$ cat config.mk
export PLATFORM = sky130hd
export DESIGN_NAME = piece_move_sequencer
export DESIGN_NICKNAME = d
export VERILOG_FILES = /design/src/rtl/piece_move_sequencer.sv
export SDC_FILE = /design/constraint.sdc
export NUM_CORES = 1
export LEC_CHECK = 0
export ABC_AREA = 1
export BUFFER_PORTS_ARGS = -buffer_cell sky130_fd_sc_hd__buf_2
export CELL_PAD_IN_SITES_DETAIL_PLACEMENT = 2
export CELL_PAD_IN_SITES_GLOBAL_PLACEMENT = 2
export CORE_MARGIN = 2
export CORE_UTILIZATION = 25
export CTS_BUF_LIST = sky130_fd_sc_hd__clkbuf_4 sky130_fd_sc_hd__clkbuf_8
export CTS_CLUSTER_SIZE = 40
export DETAILED_ROUTE_END_ITERATION = 7
export PLACE_DENSITY_LB_ADDON = 0.1
export SETUP_SLACK_MARGIN = 0.5
export SLEW_MARGIN = 40
export SYNTH_ARGS = -nofsm -noshare
export SYNTH_HDL_FRONTEND = slang
export SYNTH_SLANG_ARGS = --single-unit
export TNS_END_PERCENT = 30
$ cat constraint.sdc
create_clock -name clk -period 3.01 [get_ports clk]
set_input_delay 0.1505 -clock clk [delete_from_list [all_inputs] [get_ports clk]]
set_output_delay 0.1505 -clock clk [all_outputs]
set_load 0.05 [all_outputs]
$ cat src/rtl/piece_move_sequencer.sv
// Falling-piece move sequencer: arbitrates gravity and button requests, issues one move at a
// time to the board over valid/ack, and handles lock, spawn and game-over.
module piece_move_sequencer #(
  parameter int unsigned TICK_DIV   = 25000000,
  parameter int unsigned LOCK_TICKS = 2
) (
  input  logic       clk,
  input  logic       reset,
  input  logic       btn_up,
  input  logic       btn_down,
  input  logic       btn_left,
  input  logic       btn_right,
  input  logic       up_en,
  input  logic       down_en,
  input  logic       left_en,
  input  logic       right_en,
  output logic       move_valid,
  output logic [1:0] move_dir,
  input  logic       move_ack,
  output logic       spawn_req,
  input  logic       spawn_ack,
  output logic       lock_o,
  output logic       game_over,
  output logic [2:0] state_o
);

  localparam int unsigned CntW  = $clog2(TICK_DIV);
  localparam int unsigned LockW = $clog2(LOCK_TICKS + 1);
  localparam logic [CntW-1:0]  CntMax   = CntW'(TICK_DIV - 1);
  localparam logic [LockW-1:0] LockLast = LockW'(LOCK_TICKS - 1);

  localparam logic [1:0] DirUp    = 2'd0;
  localparam logic [1:0] DirDown  = 2'd1;
  localparam logic [1:0] DirLeft  = 2'd2;
  localparam logic [1:0] DirRight = 2'd3;

  typedef enum logic [2:0] {
    StInit   = 3'd0,
    StSpawn  = 3'd1,
    StSettle = 3'd2,
    StActive = 3'd3,
    StMove   = 3'd4,
    StLock   = 3'd5,
    StOver   = 3'd6
  } state_e;

  state_e           state_q;
  logic [CntW-1:0]  grav_cnt_q, grav_cnt_d;
  logic             grav_pend_q, grav_pend_d;
  logic [3:0]       pend_q, pend_d;
  logic [3:0]       btn_hist_q;
  logic [LockW-1:0] lock_cnt_q;
  logic             move_valid_q, spawn_req_q, lock_q, game_over_q;
  logic [1:0]       move_dir_q;

  logic [3:0] btn_now, en_now, pend_set, pend_clr;
  logic       capture, grav_wrap, grav_clr;
  logic       sel_move, sel_lock, lock_inc;
  logic [1:0] sel_dir;

  assign btn_now = {btn_right, btn_left, btn_down, btn_up};
  assign en_now  = {right_en, left_en, down_en, up_en};

  always_comb begin
    capture   = (state_q == StActive) || (state_q == StMove);
    pend_set  = capture ? (btn_now & ~btn_hist_q) : 4'b0;
    grav_wrap = capture && (grav_cnt_q == CntMax);
    pend_clr  = 4'b0;
    grav_clr  = 1'b0;
    sel_move  = 1'b0;
    sel_lock  = 1'b0;
    lock_inc  = 1'b0;
    sel_dir   = DirDown;
    if (state_q == StActive) begin
      // Priority: gravity > down > left > right > up
      if (grav_pend_q) begin
        if (down_en) sel_move = 1'b1;
        else begin
          grav_clr = 1'b1;
          lock_inc = 1'b1;
        end
      end else if (pend_q[DirDown]) begin
        if (down_en) sel_move = 1'b1;
        else begin
          pend_clr[DirDown] = 1'b1;
          sel_lock          = 1'b1;
        end
      end else if (pend_q[DirLeft]) begin
        sel_dir = DirLeft;
        if (left_en) sel_move = 1'b1;
        else pend_clr[DirLeft] = 1'b1;
      end else if (pend_q[DirRight]) begin
        sel_dir = DirRight;
        if (right_en) sel_move = 1'b1;
        else pend_clr[DirRight] = 1'b1;
      end else if (pend_q[DirUp]) begin
        sel_dir = DirUp;
        if (up_en) sel_move = 1'b1;
        else pend_clr[DirUp] = 1'b1;
      end
    end else if (state_q == StMove && move_ack) begin
      if (move_dir_q == DirDown) begin
        grav_clr          = 1'b1;
        pend_clr[DirDown] = 1'b1;
      end else begin
        pend_clr[move_dir_q] = 1'b1;
      end
    end else if (state_q == StLock) begin
      pend_clr = 4'hf;
      grav_clr = 1'b1;
    end
    // Sets are applied after clears so a same-cycle set survives
    pend_d      = (pend_q & ~pend_clr) | pend_set;
    grav_pend_d = (grav_pend_q & ~grav_clr) | grav_wrap;
    if (!capture || grav_wrap) grav_cnt_d = '0;
    else grav_cnt_d = grav_cnt_q + 1'b1;
  end

  always_ff @(posedge clk or posedge reset) begin
    if (reset) begin
      state_q      <= StInit;
      grav_cnt_q   <= '0;
      grav_pend_q  <= 1'b0;
      pend_q       <= 4'b0;
      btn_hist_q   <= 4'b0;
      lock_cnt_q   <= '0;
      move_valid_q <= 1'b0;
      move_dir_q   <= 2'd0;
      spawn_req_q  <= 1'b0;
      lock_q       <= 1'b0;
      game_over_q  <= 1'b0;
    end else begin
      grav_cnt_q  <= grav_cnt_d;
      grav_pend_q <= grav_pend_d;
      pend_q      <= pend_d;
      btn_hist_q  <= btn_now;
      lock_q      <= 1'b0;
      unique case (state_q)
        StInit: begin
          state_q     <= StSpawn;
          spawn_req_q <= 1'b1;
        end
        StSpawn: begin
          if (spawn_ack) begin
            state_q     <= StSettle;
            spawn_req_q <= 1'b0;
          end
        end
        StSettle: begin
          if (!down_en) begin
            state_q     <= StOver;
            game_over_q <= 1'b1;
          end else begin
            state_q <= StActive;
          end
        end
        StActive: begin
          if (sel_move) begin
            state_q      <= StMove;
            move_dir_q   <= sel_dir;
            move_valid_q <= 1'b1;
          end else if (lock_inc) begin
            lock_cnt_q <= lock_cnt_q + 1'b1;
            if (lock_cnt_q == LockLast) begin
              state_q <= StLock;
              lock_q  <= 1'b1;
            end
          end else if (sel_lock) begin
            state_q <= StLock;
            lock_q  <= 1'b1;
          end
        end
        StMove: begin
          if (move_ack) begin
            state_q      <= StActive;
            move_valid_q <= 1'b0;
            if (move_dir_q == DirDown) lock_cnt_q <= '0;
          end
        end
        StLock: begin
          state_q     <= StSpawn;
          spawn_req_q <= 1'b1;
          lock_cnt_q  <= '0;
        end
        StOver: state_q <= StOver;
        default: state_q <= StInit;
      endcase
    end
  end

  assign move_valid = move_valid_q;
  assign move_dir   = move_dir_q;
  assign spawn_req  = spawn_req_q;
  assign lock_o     = lock_q;
  assign game_over  = game_over_q;
  assign state_o    = state_q;

endmodule
Word-level counts from Yosys, hierarchy flattened
Index checks and enable logic that the tools add are counted.
- word-level logic and storage cells: 128
- input bits: 12
- flip-flop bits (word level): 45
- output and inout bits: 9
- bitwise operators: 9
- magnitude comparators: 2
- multiplexer cells: 70
- equality and inequality tests: 17
- add/subtract/negate cells: 2
- reduce and logical (&&, ||, !) cells: 17
- operator list (cell ; number):
    1-bit 2-to-1 mux ; 42
    25-bit by 1-bit adder with 25-bit output, second input constant ; 1
    25-bit == test, second input constant ; 1
    25-bit 2-to-1 mux ; 1
    3-bit 2-to-1 mux ; 7
    2-bit 2-to-1 mux ; 10
    4-bit 2-to-1 mux ; 5
    3-bit one-hot mux with 6 select lines ; 1
    2-bit inequality test, second input constant ; 5
    3-bit == test, second input constant ; 3
    4-bit bitwise AND ; 2
    4-bit inverter ; 2
    3-bit by 2-bit == test with 1-bit output, second input constant ; 2
    2-bit one-hot mux with 3 select lines ; 1
    2-bit AND reduction ; 3
    5-bit AND reduction ; 1
    2-bit by 1-bit == test with 1-bit output, second input constant ; 2
    4-bit by 3-bit inequality test with 1-bit output, second input constant ; 1
    4-bit inequality test, second input constant ; 1
    4-bit OR ; 1
    1-bit one-hot mux with 2 select lines ; 2
    4-bit AND reduction ; 1
    2-bit nonzero test ; 2
    3-bit by 1-bit == test with 1-bit output, second input constant ; 1
    other kinds (15) ; 19

Depth between registers and ports, before layout
- word-level depth: 10
- mapped depth: 9
- depth with buffers taken out: 9

Worst setup path after synthesis
Ideal clock, no wire load.
- kind: reg2reg
- from: reg state_q[0] (netlist: state_o[0])
- to: reg lock_cnt_q[1]
- stages on the path, launching flop included: 9
- library setup time: 0.117 ns
- buffers on the path: 0
- required time: 2.893 ns
- arrival: 1.499 ns
- period minus slack after synthesis: 1.616 ns
- slack: 1.394 ns
- cell sequence: dfrtp_1 -> nor2_1 -> nand2_2 -> nor2_4 -> nand3_1 -> nand3_2 -> inv_2 -> nand2_1 -> o21ai_2
- cells in the longest elaborated chain, start to end: 4
- elaborated cells on any way between the ends: 12
- classes of those cells: 7 x eq/ne; 3 x mux; 2 x reduce/logical
- ends and longest elaborated chain (what ; RTL line ; RTL):
    start, declared ; 47 ; state_e state_q;
    start signal, assigned ; 121 ; state_q <= StInit;
    start signal, assigned ; 140 ; state_q <= StSpawn;
    start signal, assigned ; 145 ; state_q <= StSettle;
    3-bit by 2-bit == test with 1-bit output ; 74, 138 ;
    1-bit 2-to-1 mux ; 74 ; if (state_q == StActive) begin
    2-bit inequality test (no line) ; - ;
    5-bit AND reduction (no line) ; - ;
    end signal, assigned ; 163 ; lock_cnt_q <= lock_cnt_q + 1'b1;
    end, declared ; 52 ; logic [LockW-1:0] lock_cnt_q;
Parallel ways exist; a longest one is shown, timed or not.
A chain may end at the register's enable or synchronous reset.

Worst setup path after layout
- from: reg grav_cnt_q[0]
- to: reg grav_cnt_q[13]
- cells in the longest elaborated chain, start to end: 4
- elaborated cells on any way between the ends: 5
- classes of those cells: 1 x add/sub; 1 x eq/ne; 1 x mux; 2 x reduce/logical
- ends and longest elaborated chain (what ; RTL line ; RTL):
    start, declared ; 48 ; logic [CntW-1:0] grav_cnt_q, grav_cnt_d;
    start signal, assigned ; 133 ; grav_cnt_q <= grav_cnt_d;
    parallel branches: the longest is 3 deep, another holds 25-bit by 1-bit adder with 25-bit output ; - ;
    25-bit 2-to-1 mux * ; 115 ; if (!capture || grav_wrap) grav_cnt_d = '0;
    via grav_cnt_d[13] ; 48 ;
Mark *: on every way through the listed nets, which the timed path passes.

==> results.ini <==
[synthesis]
synthFlopType=dfrtp_1
ys_seq_area_share_pct=44.0
syn_inst=341
synth_seq_cells=45
synth_xor_area_share_pct=4.79
syn_nets=355
synthMostInstantiatedCell=nand2_1
synthAdderAreaFrac_pct=0.978
netlist_area_um2=2560
synthTopCellsByArea=dfrtp_1, nand2_1, nor2_1
synth_common_cells=nand2_1, nor2_1, dfrtp_1
yosysTopAreaCellShare_pct=44.0
muxShareOfSynthArea_pct=0.391
async_flop_share_pct=100
synthSimpleGateAreaFrac_pct=38.1
ys_types=31
synth-compound-area-share_pct=4.25
synth_top_family_by_area=simple AND/OR/NAND/NOR gates
avgSynthCellArea_um2=7.51
synth_edf_count=0
synth_area_leader_cell=dfrtp_1
yosys_warnings=0

[sta]
grt_setup_unrepaired=false
finalSetupTns_ns=0
fin_crit_ns=1.85
slew_viol_final=0
hold_viol_final=0
tightest_slew_ns=0.613
fmax_mhz=541
fin_crit_sh_pct=61.4
clock_skew_ns=0.0119
finalSetupViolations=0
whs_ns=0.149
relSlewSlack_pct=59.1

[floorplanning]
die_x_um=105
die-area_um2=11100
start_util_pct=26.0
die_h_um=105
row_count=36
core_um2=9860
ios=21

[worst_setup_path]
cpPeakStageDelay_ns=0.47
cp-end-kind=flip-flop
required_ns=3.19
cpMostUsedCell=nand2_2
path_max_fanout=24
path_class=flip-flop to flip-flop
worstSetupStartpointType=flip-flop
path_cells=ha_1, nand2_2, nor2_4, nand3_2, nor2_2, nand2_2, nand2_4, nor2_1
path_buf_inv=0
ff2ff_setup_slack_ns=1.16
crit_arrival_ns=2.03
critPathSlowestCell=dfrtp_1
cp_top_family=simple AND/OR/NAND/NOR gates

[drt]
drt_pre_antenna_iters=4
totalWireLength_um=7170
via_per_inst=4.41
vias=2228
drc_errors=0
first_iter_violations=47
ant_nets=0
routedWlPerCell_um=14.2

[clock_tree]
clk_path_buf_depth=2
clkTransAtPathRegs_ns=0.09
cts.sinks=45
cts_buffers=5
cts.htree.levels=2
clock_latency_ns=0.30
cts_tree=built
cts_root_buffer=clkbuf_8

[run]
drv_cap=0

[placement]
gp_congestion=0.744
hpwlAfterDp_um=5600
portBuffers=20

[power_and_ir_drop]
max-vdd-ir-drop_mv=0.387
power_mw=2.09
p_per_area_nw_per_um2=708
power_leakage_nw=1.32

[global_route]
track_usage_pct=14.0
grt_max_degree=46
grt_remaining_overflow=0
grt_first_pass_wirelength_um=12400
grt_pass1_vias=2455
antenna_found_initial=0

[finish]
drive_gt1_share_pct=15.1
fillers=1178
diodes=0
synthToLayoutAreaGrowth_pct=15.4
fin_nets=385

[hold_path]
hold_path.class=input port to flip-flop

[run_status]
status=completed

## path summary, 6_finish.rpt
path / depth (start not counted) / from / to
worst max register to register: 8 / grav_cnt_q[0] / grav_cnt_q[13]
worst min-delay path: 4 / down_en / lock_o
worst min register to register: 1 / btn_hist_q[0] / pend_q[0]
min in group asynchronous: 3 / reset / btn_hist_q[2]
max in group asynchronous: 3 / reset / grav_cnt_q[19]
worst max-delay path: 8 / grav_cnt_q[0] / grav_cnt_q[13]
## power breakdown
group	total [mW]	switching [mW]	internal, mW
sequential	0.811	0.112	0.699
combinational	0.845	0.617	0.228
clock	0.436	0.227	0.208
## state kept, by name (all words and copies together), names as in the netlist
register     flops
move_valid       1
game_over        1
grav_cnt_q      25
grav_pend_q      1
spawn_req        1
lock_cnt_q       2
state_o          3
move_dir         2
pend_q           4
lock_o           1
btn_hist_q       4
## what timing repair did
action / in CTS / in global routing
hold endpoints to repair: 49 / 0
gates resized for setup: 0 / 0
hold buffers: 5 / 0
buffers inserted: 0 / 0
## cell families after synthesis
| group | Yosys count |
|---|---|
| AO/OA/AOI/OAI | 18 |
| XOR/XNOR | 14 |
| adder cells (fa/ha/maj) | 2 |
| buffers and inverters | 46 |
| flip-flops | 45 |
| multiplexers | 1 |
| AND/OR/NAND/NOR | 215 |
## routing by layer
| metal | GRT usage [%] | routed length (um) | vias to the layer above |
|---|---|---|---|
| met5 | 0 | 0 | - |
| met4 | 2.86 | 56 | 0 |
| met3 | 2.25 | 108 | 4 |
| met2 | 22.4 | 3290 | 14 |
| met1 | 20.0 | 3720 | 1094 |
| li1 | - | - | 1116 |
## worst min-delay path, delay by kind of cell
family                 cells  cell delay (ns)
buffers and inverters      2             0.14
and+or+nand+nor            2             0.13
## metrics by stage
step	util [%]	cells	instance area [um^2]	setup WS, ns
6_report	29.9	505	2950	1.16
5_1_grt	29.9	505	2950	0.957
4_1_cts	29.9	505	2950	1.12
3_5_place_dp	28.4	492	2800	1.13
3_3_place_gp	28.4	492	2800	1.21
2_1_floorplan	-	341	2560	1.39
## layout by cell type (no fill, tap or decap), drive strengths merged
cell type     n
a21o          1
a21oi         2
a22oi         2
buf          20
clkbuf        7
clkinv        1
dfrtp        45
dlygate4sd3   5
ha            2
inv          44
mux2i         1
nand2        98
nand3        27
nand3b        4
nand4         3
nor2         77
nor3          5
o211ai        1
o21ai         9
o22ai         2
o31ai         1
or2           1
xnor2         4
xor2         10
## area by class of cell
cell class / count / area, um^2 / area share [%]
inverters: 44 / 168 / 5.68
clock buffers: 7 / 96.3 / 3.26
clock inverters: 1 / 5.00 / 0.169
repair buffers: 25 / 150 / 5.08
flip-flops and latches: 45 / 1130 / 38.1
well taps: 133 / 166 / 5.63
multi-input cells: 250 / 1240 / 42.1
Note: power is estimated with default switching activity, not from simulation.
